==> config.mk <==
export PLATFORM = sky130hd
export DESIGN_NAME = alu_operand_sequencer
export DESIGN_NICKNAME = d
export VERILOG_FILES = /design/src/rtl/alu_seq_pkg.sv /design/src/rtl/btn_debounce.sv /design/src/rtl/alu_operand_sequencer.sv
export SDC_FILE = /design/constraint.sdc
export NUM_CORES = 1
export LEC_CHECK = 0
export CORE_MARGIN = 10
export CORE_UTILIZATION = 35
export CTS_CLUSTER_SIZE = 8
export DETAILED_ROUTE_END_ITERATION = 10
export PLACE_DENSITY = 0.63
export SYNTH_ARGS = -nofsm -noshare
export SYNTH_HDL_FRONTEND = slang
export SYNTH_SLANG_ARGS = --single-unit
==> constraint.sdc <==
create_clock -name clk -period 2.8 [get_ports clk]
set_input_delay 0.56 -clock clk [delete_from_list [all_inputs] [get_ports clk]]
set_output_delay 0.56 -clock clk [all_outputs]
set_load 0.02 [all_outputs]
==> src/rtl/alu_seq_pkg.sv <==
// alu_seq_pkg: shared state encoding and flag bit positions for the ALU operand sequencer
package alu_seq_pkg;
  typedef enum logic [2:0] {
    LOAD_A  = 3'd0,
    LOAD_B  = 3'd1,
    LOAD_OP = 3'd2,
    EXEC    = 3'd3,
    SHOW    = 3'd4
  } seq_state_t;
  localparam int FLAG_V = 3;
  localparam int FLAG_C = 2;
  localparam int FLAG_N = 1;
  localparam int FLAG_Z = 0;
endpackage

==> src/rtl/btn_debounce.sv <==
// btn_debounce: synchronizes an active-low raw button, debounces it and emits one pulse per accepted press
module btn_debounce #(
  parameter int DEBOUNCE_CYCLES = 50000
) (
  input  logic clk,
  input  logic rst_n,
  input  logic raw,
  output logic press
);
  localparam int CW = $clog2(DEBOUNCE_CYCLES + 1);
  logic s1, s2, level, done;
  logic [CW-1:0] cnt;
  assign done = cnt == CW'(DEBOUNCE_CYCLES - 1);
  // cnt counts consecutive samples that disagree with the accepted level
  always_ff @(posedge clk or negedge rst_n) begin
    if (!rst_n) begin
      s1    <= 1'b0;
      s2    <= 1'b0;
      level <= 1'b0;
      cnt   <= '0;
      press <= 1'b0;
    end else begin
      s1    <= raw;
      s2    <= s1;
      press <= 1'b0;
      if (s2 == level) cnt <= '0;
      else if (done) begin
        level <= s2;
        cnt   <= '0;
        press <= ~s2;
      end else cnt <= cnt + 1'b1;
    end
  end
endmodule

==> src/rtl/alu_operand_sequencer.sv <==
// alu_operand_sequencer: button-driven operand/opcode loader and result capture for the lab ALU
// Optional ALU_SEQ_CHAIN_EN: SHOW+next feeds the result back as operand A and resumes at LOAD_B.
module alu_operand_sequencer
  import alu_seq_pkg::*;
#(
  parameter int N               = 4,
  parameter int DEBOUNCE_CYCLES = 50000,
  parameter int OP_MAX          = 9
) (
  input  logic         clk,
  input  logic         rst_n,
  input  logic [N-1:0] sw_data,
  input  logic [3:0]   sw_op,
  input  logic         btn_next,
  input  logic         btn_back,
  output logic [N-1:0] alu_a,
  output logic [N-1:0] alu_b,
  output logic [3:0]   alu_control,
  input  logic [N-1:0] alu_result,
  input  logic [3:0]   alu_flags,
  output logic [N-1:0] res_q,
  output logic [3:0]   flags_q,
  output logic         res_valid,
  output logic         op_err,
  output logic [2:0]   state_code
);
  seq_state_t state, state_d;
  logic next_p, back_p, back_only;
  logic [N-1:0] a_d, b_d, res_d;
  logic [3:0] ctl_d, flags_d;
  logic valid_d, err_d;
  btn_debounce #(.DEBOUNCE_CYCLES(DEBOUNCE_CYCLES)) u_next (
    .clk(clk), .rst_n(rst_n), .raw(btn_next), .press(next_p)
  );
  btn_debounce #(.DEBOUNCE_CYCLES(DEBOUNCE_CYCLES)) u_back (
    .clk(clk), .rst_n(rst_n), .raw(btn_back), .press(back_p)
  );
  // next wins over a simultaneous back
  assign back_only  = back_p & ~next_p;
  assign state_code = state;
  always_comb begin
    state_d = state;
    a_d     = alu_a;
    b_d     = alu_b;
    ctl_d   = alu_control;
    res_d   = res_q;
    flags_d = flags_q;
    valid_d = res_valid;
    err_d   = 1'b0;
    case (state)
      LOAD_A: begin
        if (next_p) begin
          a_d     = sw_data;
          state_d = LOAD_B;
        end
      end
      LOAD_B: begin
        if (next_p) begin
          b_d     = sw_data;
          state_d = LOAD_OP;
        end else if (back_only) state_d = LOAD_A;
      end
      LOAD_OP: begin
        if (next_p) begin
          if (int'(sw_op) > OP_MAX) err_d = 1'b1;
          else begin
            ctl_d   = sw_op;
            state_d = EXEC;
          end
        end else if (back_only) state_d = LOAD_B;
      end
      EXEC: begin
        res_d   = alu_result;
        flags_d = alu_flags;
        valid_d = 1'b1;
        state_d = SHOW;
      end
      SHOW: begin
        if (next_p) begin
          valid_d = 1'b0;
`ifdef ALU_SEQ_CHAIN_EN
          a_d     = res_q;
          state_d = LOAD_B;
`else
          state_d = LOAD_A;
`endif
        end else if (back_only) begin
          valid_d = 1'b0;
          state_d = LOAD_OP;
        end
      end
      default: state_d = LOAD_A;
    endcase
  end
  always_ff @(posedge clk or negedge rst_n) begin
    if (!rst_n) begin
      state       <= LOAD_A;
      alu_a       <= '0;
      alu_b       <= '0;
      alu_control <= '0;
      res_q       <= '0;
      flags_q     <= '0;
      res_valid   <= 1'b0;
      op_err      <= 1'b0;
    end else begin
      state       <= state_d;
      alu_a       <= a_d;
      alu_b       <= b_d;
      alu_control <= ctl_d;
      res_q       <= res_d;
      flags_q     <= flags_d;
      res_valid   <= valid_d;
      op_err      <= err_d;
    end
  end
endmodule

==> summary.txt <==
Timing
  • Setup TNS: 0 ns
  • Final setup violation count: 0
  • RSZ-0062 raised after global routing: no
  • Final WS setup: 0.620 ns
  • Final Cycle Share: 0.779
  • Min cycle time layout: 2.18 ns
  • Slew Limit Fails: 0
  • Maximum clock frequency: 459 MHz
  • Max-slew headroom: 0.636
  • Fin. Hold Viols: 0
  • Pin slew with the least headroom to its limit: 0.545 ns
  • Setup Skew: 0.0110 ns
  • Hold slack final: 0.113 ns

Route
  • Wl on met1: 2.74 mm
  • Highest Signal Layer: met4
  • Routed via count: 1,923
  • Drt first pass iters: 4
  • Met2 wire length: 2.42 mm
  • DRT antenna net count: 0
  • Total Wirelength: 5.53 mm
  • Post-route DRC: 0
  • Vias/cell: 4.70
  • Met3 Wirelength: 264 um
  • DR WL/cell: 13.5 um
  • DR iter-0 viols: 102

Logic synthesis
  • Dominant cell type by area after synthesis: dfrtp_1
  • Register area share after synthesis: 0.562
  • Synth warnings: 0
  • Synth top area cells: dfrtp_1 (56%), mux2_2 (7.4%), xnor2_1 (7.3%)
  • Ys flop type: dfrtp_1
  • Post-synth EDFFs: 0
  • Synth Register Bits: 65
  • Cell variety after synth: 38
  • Cells after Synth: 249
  • Fraction of registers with async set/reset: 1.00
  • Synth top area share: 0.562
  • Synth Cell Area: 0.00289 mm^2
  • Syn_area_per_cell: 11.6 um^2
  • Syn_nets: 271

Final layout
  • Fin cells: 409
  • Nets@finish: 321
  • Share of post-route cells with drive strength above 1: 0.161
  • Synth-to-layout area growth: 26.0%
  • Layout fillers: 792
  • N_diodes: 0

Critical path
  • Crit. End Element: output pin
  • Critical Path RT: 2.24 ns
  • CP max-delay cell: clkdlybuf4s50_1
  • RR Startpoint: u_next.cnt[0]$_DFF_PN0_
  • CP bufs+invs: 1
  • Startpoint types: register
  • CP delay by family, top: buffers and inverters
  • FF-to-FF setup slack: 0.99 ns
  • Critical Path Source: state_code[1]$_DFFE_PN0P_
  • Setup CP Type: register to output pin
  • Worst EP arrival: 1.62 ns
  • Max Fanout on Critical Path: 13
  • Worst R2R Path Depth: 5
  • Crit-path cells: clkdlybuf4s50_1
  • Worst reg2reg endpoint: u_next.cnt[14]$_DFF_PN0_
  • Critical Path Max Stage Delay: 0.69 ns

Flow run
  • Max-cap violations: 0

Global routing
  • Total grt overflow: 0
  • Initial antenna violation count: 0
  • GRT Total Usage: 0.0930
  • Largest net degree at the start of global routing: 53
  • Vias in the first global route: 2,025
  • First-pass GRT wire length: 9.66 mm

Die
  • Die area: 0.0123 mm^2
  • Rows: 33
  • Height of the die: 111 um
  • Placeable Area: 0.00813 mm^2
  • Ports: 45
  • Die Wd: 111 um
  • Initial Utilization: 0.356

Power
  • Pwr/cell area: 510 mW/mm^2
  • Peak supply drop: 0.000227 V
  • Static Leakage: 1.51 nW

Placement
  • Placer Congestion: 0.736
  • Dpl cells: 393
  • PortBufs: 44
  • Detailed placement HPWL: 3.96 mm
  • Place WS: 0.849 ns

Status
  • Status: finished clean

Clock tree
  • # resized after CTS: 0
  • CTS Hold Bufs: 0
  • Clock Pin Slew Worst Setup and Hold Paths: 0.08 ns
  • Clock root cell: clkbuf_8
  • CTS buffer count: 9
  • CTS H-Tree Depth: 3
  • Worst-Skew Late Latency: 0.34 ns
  • CTS tree: yes
  • Bufs on Longest Clock Path: 2
  • Clock tree sinks: 65
  • Post-CTS setup buffers: 0

Min path
  • Hold/Removal Path Class: input port to asynchronous set/reset pin
-- layout make-up --
class                           instances  area [um^2]  share of cell area
Sequential cell                        65         1630               0.446
Tap cell                              105          131              0.0361
Clock inverter                          7         80.1              0.0220
Timing Repair Buffer                   45          455               0.125
Multi-Input combinational cell        169         1190               0.327
Clock buffer                            9          124              0.0340
Inverter                                9         33.8             0.00927
-- state kept, by name, indices dropped and copies added (netlist names) --
name          cells
res_q             4
u_next.s1         1
res_valid         1
alu_control       4
op_err            1
alu_a             4
alu_b             4
u_back.s1         1
u_next.cnt       16
u_back.press      1
flags_q           4
u_next.level      1
u_back.level      1
u_back.s2         1
state_code        3
u_next.press      1
u_next.s2         1
u_back.cnt       16
-- through the flow --
stage           util  power, mW  area, um^2
3_3_place_gp   0.423       1.09        3440
5_1_grt        0.448       1.94        3640
4_1_cts        0.448       1.89        3640
3_5_place_dp   0.423       1.09        3440
2_1_floorplan      -       1.02        2890
6_report       0.448       1.86        3640
-- cells in the mapped netlist (2+ instances only) --
| master | instances |
|---|---|
| nor3b_1 | 3 |
| or3_1 | 2 |
| xor2_1 | 5 |
| nor4b_2 | 2 |
| inv_1 | 9 |
| nor2_1 | 40 |
| mux2_2 | 19 |
| o31ai_1 | 2 |
| nand3_1 | 12 |
| ha_1 | 2 |
| nand2_1 | 8 |
| buf_6 | 2 |
| nor3_1 | 8 |
| or4_4 | 2 |
| nand4_1 | 7 |
| nor4_1 | 7 |
| o21ai_0 | 2 |
| a21oi_1 | 4 |
| xnor2_1 | 24 |
| nand4bb_1 | 4 |
| clkbuf_1 | 2 |
| mux2_4 | 2 |
| dfrtp_1 | 65 |
| buf_2 | 2 |
-- placed cells by master (no fill, tap or decap), drive strengths merged, types with 2 or more instances in the layout --
master and count:
nand2 10, dfrtp 65, clkdlybuf4s50 43, or3 2, clkbuf 9, clkinvlp 2, nor2 40, xnor2 24
buf 2, a21oi 4, inv 10, nor3b 3, nor4 7, o21ai 2, clkinv 3, xor2 5
nand3 12, nor3 8, nor4b 2, nand4bb 4, and3 2, mux2 21, ha 2, o31ai 2
or4 2, nand4 9
-- where the power goes --
part | internal [mW] | switching (mW) | total (mW)
registers | 0.955 | 0.0131 | 0.968
clock network | 0.418 | 0.374 | 0.792
logic | 0.0490 | 0.0492 | 0.0982
-- cells by family (layout without fill, tap and decap cells) --
group                      Yosys count  count (layout)  share of synthesized area
muxes                               21              21                     0.0843
adders and majority gates            2               2                    0.00865
DFF                                 65              65                      0.562
xor gates and xnor gates            29              29                     0.0878
and+or+nand+nor                    104             104                      0.202
buffers and inverters               15              70                     0.0255
AOI/OAI and AO/OA                   13              13                     0.0290
-- worst max path at each step --
stage                            endpoint  depth (start not counted)
4_1_cts                     state_code[1]                          1
5_1_grt                     state_code[1]                          1
2_1_floorplan    u_back.level$_DFFE_PN0P_                          4
3_3_place_gp   alu_control[1]$_DFFE_PN0P_                          4
6_report                    state_code[1]                          1
3_5_place_dp   alu_control[0]$_DFFE_PN0P_                          4
-- routing by layer --
layer | track usage | vias to the layer above
li1 | - | 968
met1 | 0.121 | 909
met2 | 0.134 | 39
met3 | 0.0260 | 7
met4 | 0.0547 | 0
met5 | 0 | -
Power figures use the tool's default switching activity.
